$ cat src/rtl/clk_div_ctrl.sv
`default_nettype none
// clk_div_ctrl: run-time controller for a registered divided clock.
// Divisor changes and stops take effect only at a period boundary, so clk_out never glitches.
module clk_div_ctrl #(
  parameter int W           = 8,
  parameter int DEFAULT_DIV = 5
) (
  input  logic         clk_in,
  input  logic         rst,
  input  logic         en,
  input  logic         cfg_valid,
  input  logic [W-1:0] cfg_div,
  output logic         cfg_ready,
  output logic         cfg_done,
  output logic         cfg_err,
  output logic [W-1:0] cur_div,
  output logic         running,
  output logic         tick,
  output logic         clk_out
);

  typedef enum logic [1:0] {
    ST_STOP   = 2'd0,
    ST_RUN    = 2'd1,
    ST_SWITCH = 2'd2
  } state_t;

  localparam logic [W-1:0] DIV_RST = W'(DEFAULT_DIV);

  state_t       state_q, state_d;
  logic [W-1:0] cnt_q, cnt_d;
  logic [W-1:0] div_q, div_d;
  logic [W-1:0] pend_q, pend_d;
  logic         done_q, done_d;
  logic         err_q, err_d;
  logic         clk_q, clk_d;
  logic         tick_q, tick_d;

  logic         xfer;
  logic         legal;
  logic         wrap;

  assign cfg_ready = (state_q != ST_SWITCH);
  assign running   = (state_q != ST_STOP);
  assign cfg_done  = done_q;
  assign cfg_err   = err_q;
  assign cur_div   = div_q;
  assign tick      = tick_q;
  assign clk_out   = clk_q;

  assign xfer  = cfg_valid && cfg_ready;
  assign legal = (cfg_div >= W'(2));
  assign wrap  = (cnt_q == div_q - W'(1));

  always_comb begin
    state_d = state_q;
    cnt_d   = cnt_q;
    div_d   = div_q;
    pend_d  = pend_q;
    done_d  = 1'b0;
    err_d   = xfer && !legal;

    case (state_q)
      ST_STOP: begin
        cnt_d = '0;
        if (xfer && legal) begin
          div_d  = cfg_div;
          done_d = 1'b1;
        end
        if (en) begin
          state_d = ST_RUN;
        end
      end

      ST_RUN: begin
        cnt_d = wrap ? '0 : cnt_q + W'(1);
        // A legal transfer outranks a stop request; en is re-sampled at the switch wrap.
        if (xfer && legal) begin
          pend_d  = cfg_div;
          state_d = ST_SWITCH;
        end else if (wrap && !en) begin
          state_d = ST_STOP;
        end
      end

      ST_SWITCH: begin
        cnt_d = wrap ? '0 : cnt_q + W'(1);
        if (wrap) begin
          div_d   = pend_q;
          done_d  = 1'b1;
          state_d = en ? ST_RUN : ST_STOP;
        end
      end

      default: begin
        state_d = ST_STOP;
        cnt_d   = '0;
      end
    endcase

    // Outputs are computed from next-state values so the flops line up with cnt.
    clk_d  = (state_d != ST_STOP) && (cnt_d < (div_d >> 1));
    tick_d = (state_d != ST_STOP) && (cnt_d == div_d - W'(1));
  end

  always_ff @(posedge clk_in or posedge rst) begin
    if (rst) begin
      state_q <= ST_STOP;
      cnt_q   <= '0;
      div_q   <= DIV_RST;
      pend_q  <= DIV_RST;
      done_q  <= 1'b0;
      err_q   <= 1'b0;
      clk_q   <= 1'b0;
      tick_q  <= 1'b0;
    end else begin
      state_q <= state_d;
      cnt_q   <= cnt_d;
      div_q   <= div_d;
      pend_q  <= pend_d;
      done_q  <= done_d;
      err_q   <= err_d;
      clk_q   <= clk_d;
      tick_q  <= tick_d;
    end
  end

endmodule
`default_nettype wire
$ cat config.mk
export PLATFORM = sky130hd
export DESIGN_NAME = clk_div_ctrl
export DESIGN_NICKNAME = d
export VERILOG_FILES = /design/src/rtl/clk_div_ctrl.sv
export SDC_FILE = /design/constraint.sdc
export NUM_CORES = 1
export LEC_CHECK = 0
export ABC_AREA = 0
export CAP_MARGIN = 20
export CORE_AREA = 3 3 76 78
export CTS_BUF_LIST = sky130_fd_sc_hd__clkbuf_4 sky130_fd_sc_hd__clkbuf_8 sky130_fd_sc_hd__clkbuf_16
export DETAILED_ROUTE_END_ITERATION = 7
export DIE_AREA = 0 0 79 81
export GPL_TIMING_DRIVEN = 0
export PLACE_DENSITY_LB_ADDON = 0.25
export SYNTH_ARGS = -nofsm -noshare
export SYNTH_HDL_FRONTEND = slang
export SYNTH_SLANG_ARGS = --single-unit
$ cat constraint.sdc
create_clock -name clk_in -period 11.5 [get_ports clk_in]
set_clock_uncertainty 0.05 [all_clocks]
set_input_delay 2.875 -clock clk_in [delete_from_list [all_inputs] [get_ports clk_in]]
set_output_delay 2.875 -clock clk_in [all_outputs]
set_load 0.02 [all_outputs]
Word level (Yosys, flattened, before mapping)
Cells that the tools add are included.
{"block": "classes", "addsub": 3, "order_cmp": 2, "eq_ne": 5, "n_mux": 14, "reduce_logical": 13}
{"op": "8-bit 2-to-1 mux", "count": 4}
{"op": "8-bit == test", "count": 2}
{"op": "8-bit case mux with 2 select lines", "count": 1}
{"op": "8-bit by 1-bit subtractor with 8-bit output (second input constant)", "count": 2}
{"op": "8-bit by 1-bit adder with 8-bit output (second input constant)", "count": 1}
{"op": "8-bit by 2-bit greater-or-equal comparator with 1-bit output (second input constant)", "count": 1}
{"op": "8-bit by 7-bit less-than comparator with 1-bit output", "count": 1}
{"op": "2-bit 2-to-1 mux", "count": 4}
{"op": "1-bit logical AND", "count": 6}
{"op": "2-bit case mux with 3 select lines", "count": 1}
{"op": "2-bit nonzero test", "count": 2}
{"op": "1-bit 2-to-1 mux", "count": 3}
{"op": "2-bit by 1-bit == test with 1-bit output (second input constant)", "count": 1}
{"op": "2-bit == test (second input constant)", "count": 1}
{"op": "1-bit logical NOT", "count": 2}
{"op": "2-bit logical NOT", "count": 1}
{"op": "2-bit != test (second input constant)", "count": 1}
{"op": "1-bit case mux with 2 select lines", "count": 1}
{"op": "2-bit AND reduction", "count": 1}
{"op": "2-bit OR reduction", "count": 1}
{"block": "word_totals", "ff_bits": 30, "input_bits": 12, "out_inout_bits": 14, "elab_cells": 45}

Logic depth before layout (Yosys ltp)
{"block": "depth", "depth_word": 8, "ltp_mapped": 17, "mapped_depth_nobuf": 16}

Worst setup path after synthesis
Ideal clock, no wire load.
{"block": "synth_timing", "kind": "input to register", "startpoint": "input cfg_valid", "endpoint": "register tick_q (netlist: tick)", "setup_time_ps": 111, "arrival_ps": 5816, "required_ps": 11339, "path_slack_ps": 5523, "path_stages": 15, "n_path_buf": 1, "cell_sequence": "and3b_1 clkbuf_1 a21bo_2 and2_0 nand2b_1 a22o_1 a21oi_1 ha_1 inv_1 a2111oi_0 xnor3_1 and4b_1 o21ai_0 a21o_1 a2111oi_2"}
{"block": "synth_between", "elab_chain_len": 7, "elab_cells_between_ends": 10, "classes_between": "1 x add/sub; 1 x eq/ne; 4 x mux; 4 x reduce/logical"}
{"item": "from (decl)", "line_no": "11", "text": "input logic cfg_valid,"}
{"item": "1-bit logical AND *", "line_no": "51", "text": "assign xfer = cfg_valid && cfg_ready;"}
{"item": "1-bit logical AND *", "line_no": "66, 78"}
{"item": "8-bit 2-to-1 mux", "line_no": "66", "text": "if (xfer && legal) begin"}
{"item": "8-bit case mux with 2 select lines", "line_no": "63", "text": "case (state_q)"}
{"item": "8-bit by 1-bit subtractor with 8-bit output", "line_no": "103", "text": "tick_d = (state_d != ST_STOP) && (cnt_d == div_d - W'(1));"}
{"item": "8-bit == test", "line_no": "103"}
{"item": "1-bit logical AND *", "line_no": "103"}
{"item": "net tick_d", "line_no": "37", "text": "logic tick_q, tick_d;"}
{"item": "to (signal assigned)", "line_no": "124", "text": "tick_q <= tick_d;"}
{"item": "to (decl)", "line_no": "37"}
Mark *: on every way through the listed nets, which the timed path passes. The rest lies on a longest branch.
A chain may end at the register's enable or synchronous reset.

Worst setup path after layout
Ends and elaborated chain as after synthesis.

==> metrics.txt <==
largest net degree at the start of global routing 17; diode count 0; CP Launch Type input pin; Initial Util 44.0%; Die X 79 µm; Clock Pin Slew Worst Setup and Hold Paths 70 ps; Finished Layout Cells 343; vias per inst 5.81; IO Count 26; CTS root buffer clkbuf_8; R2R Path End tick; Synth async-reset ratio 100%; total number of vias 1992; critical path class in2reg; # rows 26; Hold Worst Slack 492 ps; share of post-route cells with drive strength above 1 12.5%; Top FF cell, synth dfrtp_1; power density over the cells 292 nW/µm²; final hold viol count 0; endpoint class of the critical path flip-flop; worst slew pin tran 731 ps; Die ar. 6400 µm²; Clock Sinks 30; Yosys warning total 0; required time of the critical path 11630 ps; Hold WC Path Type reg2reg; P_leak 1.16 nW; commonest non-fill, non-tap cell in the layout dfrtp_1; hold path depth 1; Routed Antenna Nets 0; Post-Syn Area 2260 µm²; Post-synth EDFFs 0; most frequent cells in the layout dfrtp_1 (26), clkdlybuf4s50_1 (25), inv_1 (19); Placed Area 2630 µm²; cts-stage hold buffer count 0; Core Box Area 5140 µm²; dpl cells 335; reg2reg setup slack 6920 ps; # resized after CTS 0; crit-path cells clkdlybuf4s50_1 -> and3b_1 -> clkbuf_1 -> a21bo_2 -> and2_0 -> nand2b_1 -> a22o_1 -> a21oi_1 -> ha_1 -> inv_1 -> a2111oi_0 -> xnor3_1 -> and4b_1 -> o21ai_0 -> a21o_1 -> a2111oi_2; initial DRC count 164; CP top delay family compound AO/OA/AOI/OAI gates; synthesis-to-layout area growth 20.4%; final worst-path cycle share 58.2%; CP bufs+invs 3; Hold Path End pend_q[1]; Yosys cell types 58; port bufs 25; CP Max Fanout 10; Max-Cap Viols 0; Synth Register Bits 30; Clock Path Buffers 2; Arrival @ worst endpoint 6820 ps; grt ovf 0; outcome complete, no violations; min-delay src pend_q[1]; DR pass1 iterations 5; all-layer global routing usage 18.8%; Num CTS Buffers 5; crit path max-delay cell type clkdlybuf4s50_1; Slew HR 51.3%; drc violations 0; antenna violations before repair 0; first-pass GRT wire length 9340 µm; vias in the first global route 1861; fin nets 297; # H-tree levels 2; Seq/Total Area, Yosys 33.4%; fillcell total 507; Mean Syn Cell Area 9.45 µm²; Post-CTS Repair Setup Buffers 0; CTS tree yes; GP Congestion 0.869; RSZ-0062 raised after global routing false; TNS Setup 0 ps; DR WL/cell 16.7 µm; crit path time final 6690 ps; r2r worst-path depth 16; worst reg2reg path startpoint cur_div[0]; FMAX 149 MHz; clk_lat worst skew 280 ps; Slew Limit Fails 0; Detailed Place HPWL 4540 µm; Final Cell Area 2720 µm²; Detailed Route WL 5750 µm; Net Count, Synth 264; Max VDD drop 0.000139 V; Core Util, Final 52.9%; final setup vio count 0; CP peak stage delay 470 ps; Post-Synthesis Cells 239; die height 81 µm
==> flip-flops by register name, indices dropped and copies added, names as in the netlist <==
register	flops
cnt_q	8
cur_div	8
pend_q	8
state_q	2
cfg_done	1
cfg_err	1
clk_out	1
tick	1
==> power by group <==
group,internal (W),total (W),leakage [nW],switching (W)
combinational,0.000218,0.000510,0.736,0.000292
sequential,0.000150,0.000192,0.376,0.0000423
clock,0.0000506,0.0000926,0.0517,0.0000419
total,0.000419,0.000795,1.16,0.000376
==> cell families (layout without fill, tap and decap cells) <==
logic type	count (synthesis)	count (layout)	share of synthesized area, %
compound gates	62	62	20.3
xor+xnor	26	26	10.7
fa+ha+maj	13	13	7.20
buf+inv	23	57	4.21
flops	30	30	33.4
mux	12	12	5.81
simple gates	73	73	18.4
==> worst max-delay path by stage <==
| stage | from | endpoint | slack, ps | cells after the start |
|---|---|---|---|---|
| after floorplan | cfg_valid | tick | 5520 | 15 |
| after global placement | cfg_valid | tick | 4560 | 16 |
| after detailed placement | cfg_valid | tick | 4550 | 16 |
| after CTS | cfg_valid | tick | 4820 | 16 |
| after global routing | cfg_valid | tick | 4540 | 16 |
| final | cfg_valid | tick | 4810 | 16 |
==> worst reg2reg max path: stages (launching register included) <==
cell	delay, ps
dfstp_2	600
inv_1	80
ha_1	280
nor2b_1	160
o2111ai_1	220
nand4_1	320
o41ai_1	510
o311ai_2	290
inv_1	110
ha_1	230
inv_1	90
a2111oi_0	360
xnor3_1	270
and4b_1	250
o21ai_0	110
a21o_1	190
a2111oi_2	350
==> metrics by stage <==
step	setup slack (ps)	total power, W
floorplan	5520	0.000557
global placement	4560	0.000691
detailed placement	4550	0.000698
CTS	4820	0.000794
global route	4540	0.000859
finish	4810	0.000795
==> area by class of cell <==
type	count	area [µm²]	share of cell area, %
Multi-Input combinational cell	186	1410	51.8
Sequential cell	30	756	27.8
Timing Repair Buffer	26	278	10.2
Clock buffer	7	90.1	3.31
Tap cell	70	87.6	3.22
Inverter	19	71.3	2.62
Buffer	4	23.8	0.874
Clock inverter	1	5.00	0.184
==> Yosys cell counts (all sizes together) (2+ instances only) <==
cell type	count	area, µm²
a2111oi	3	32.5
a211oi	3	27.5
a21o	4	30.0
a21oi	8	40.0
a221oi	2	17.5
a222oi	2	20.0
a22oi	2	15.0
a31oi	3	18.8
and2	5	31.3
and3	3	18.8
buf	2	16.3
clkbuf	2	7.51
dfrtp	26	651
dfstp	4	105
ha	13	163
inv	19	71.3
mux2	9	101
mux2i	3	30.0
nand2	14	55.1
nand2b	4	25.0
nand3	10	62.6
nand3b	2	15.0
nand4	2	12.5
nor2	16	60.1
nor2b	2	12.5
nor3	4	20.0
nor4	4	40.0
o211a	3	30.0
o211ai	2	15.0
o21a	3	22.5
o21ai	16	80.1
o41ai	2	17.5
or3	3	23.8
xnor2	16	140
xor2	9	78.8
==> layer usage <==
layer  routed length, µm  GRT usage, %  share of wire (%)
met1                2690          26.4                 47
met4                  80          4.98                1.4
met5                   0             0                  0
met3                 346          3.33                6.0
met2                2630          30.0                 46
Note: power is estimated with default switching activity, not from simulation.
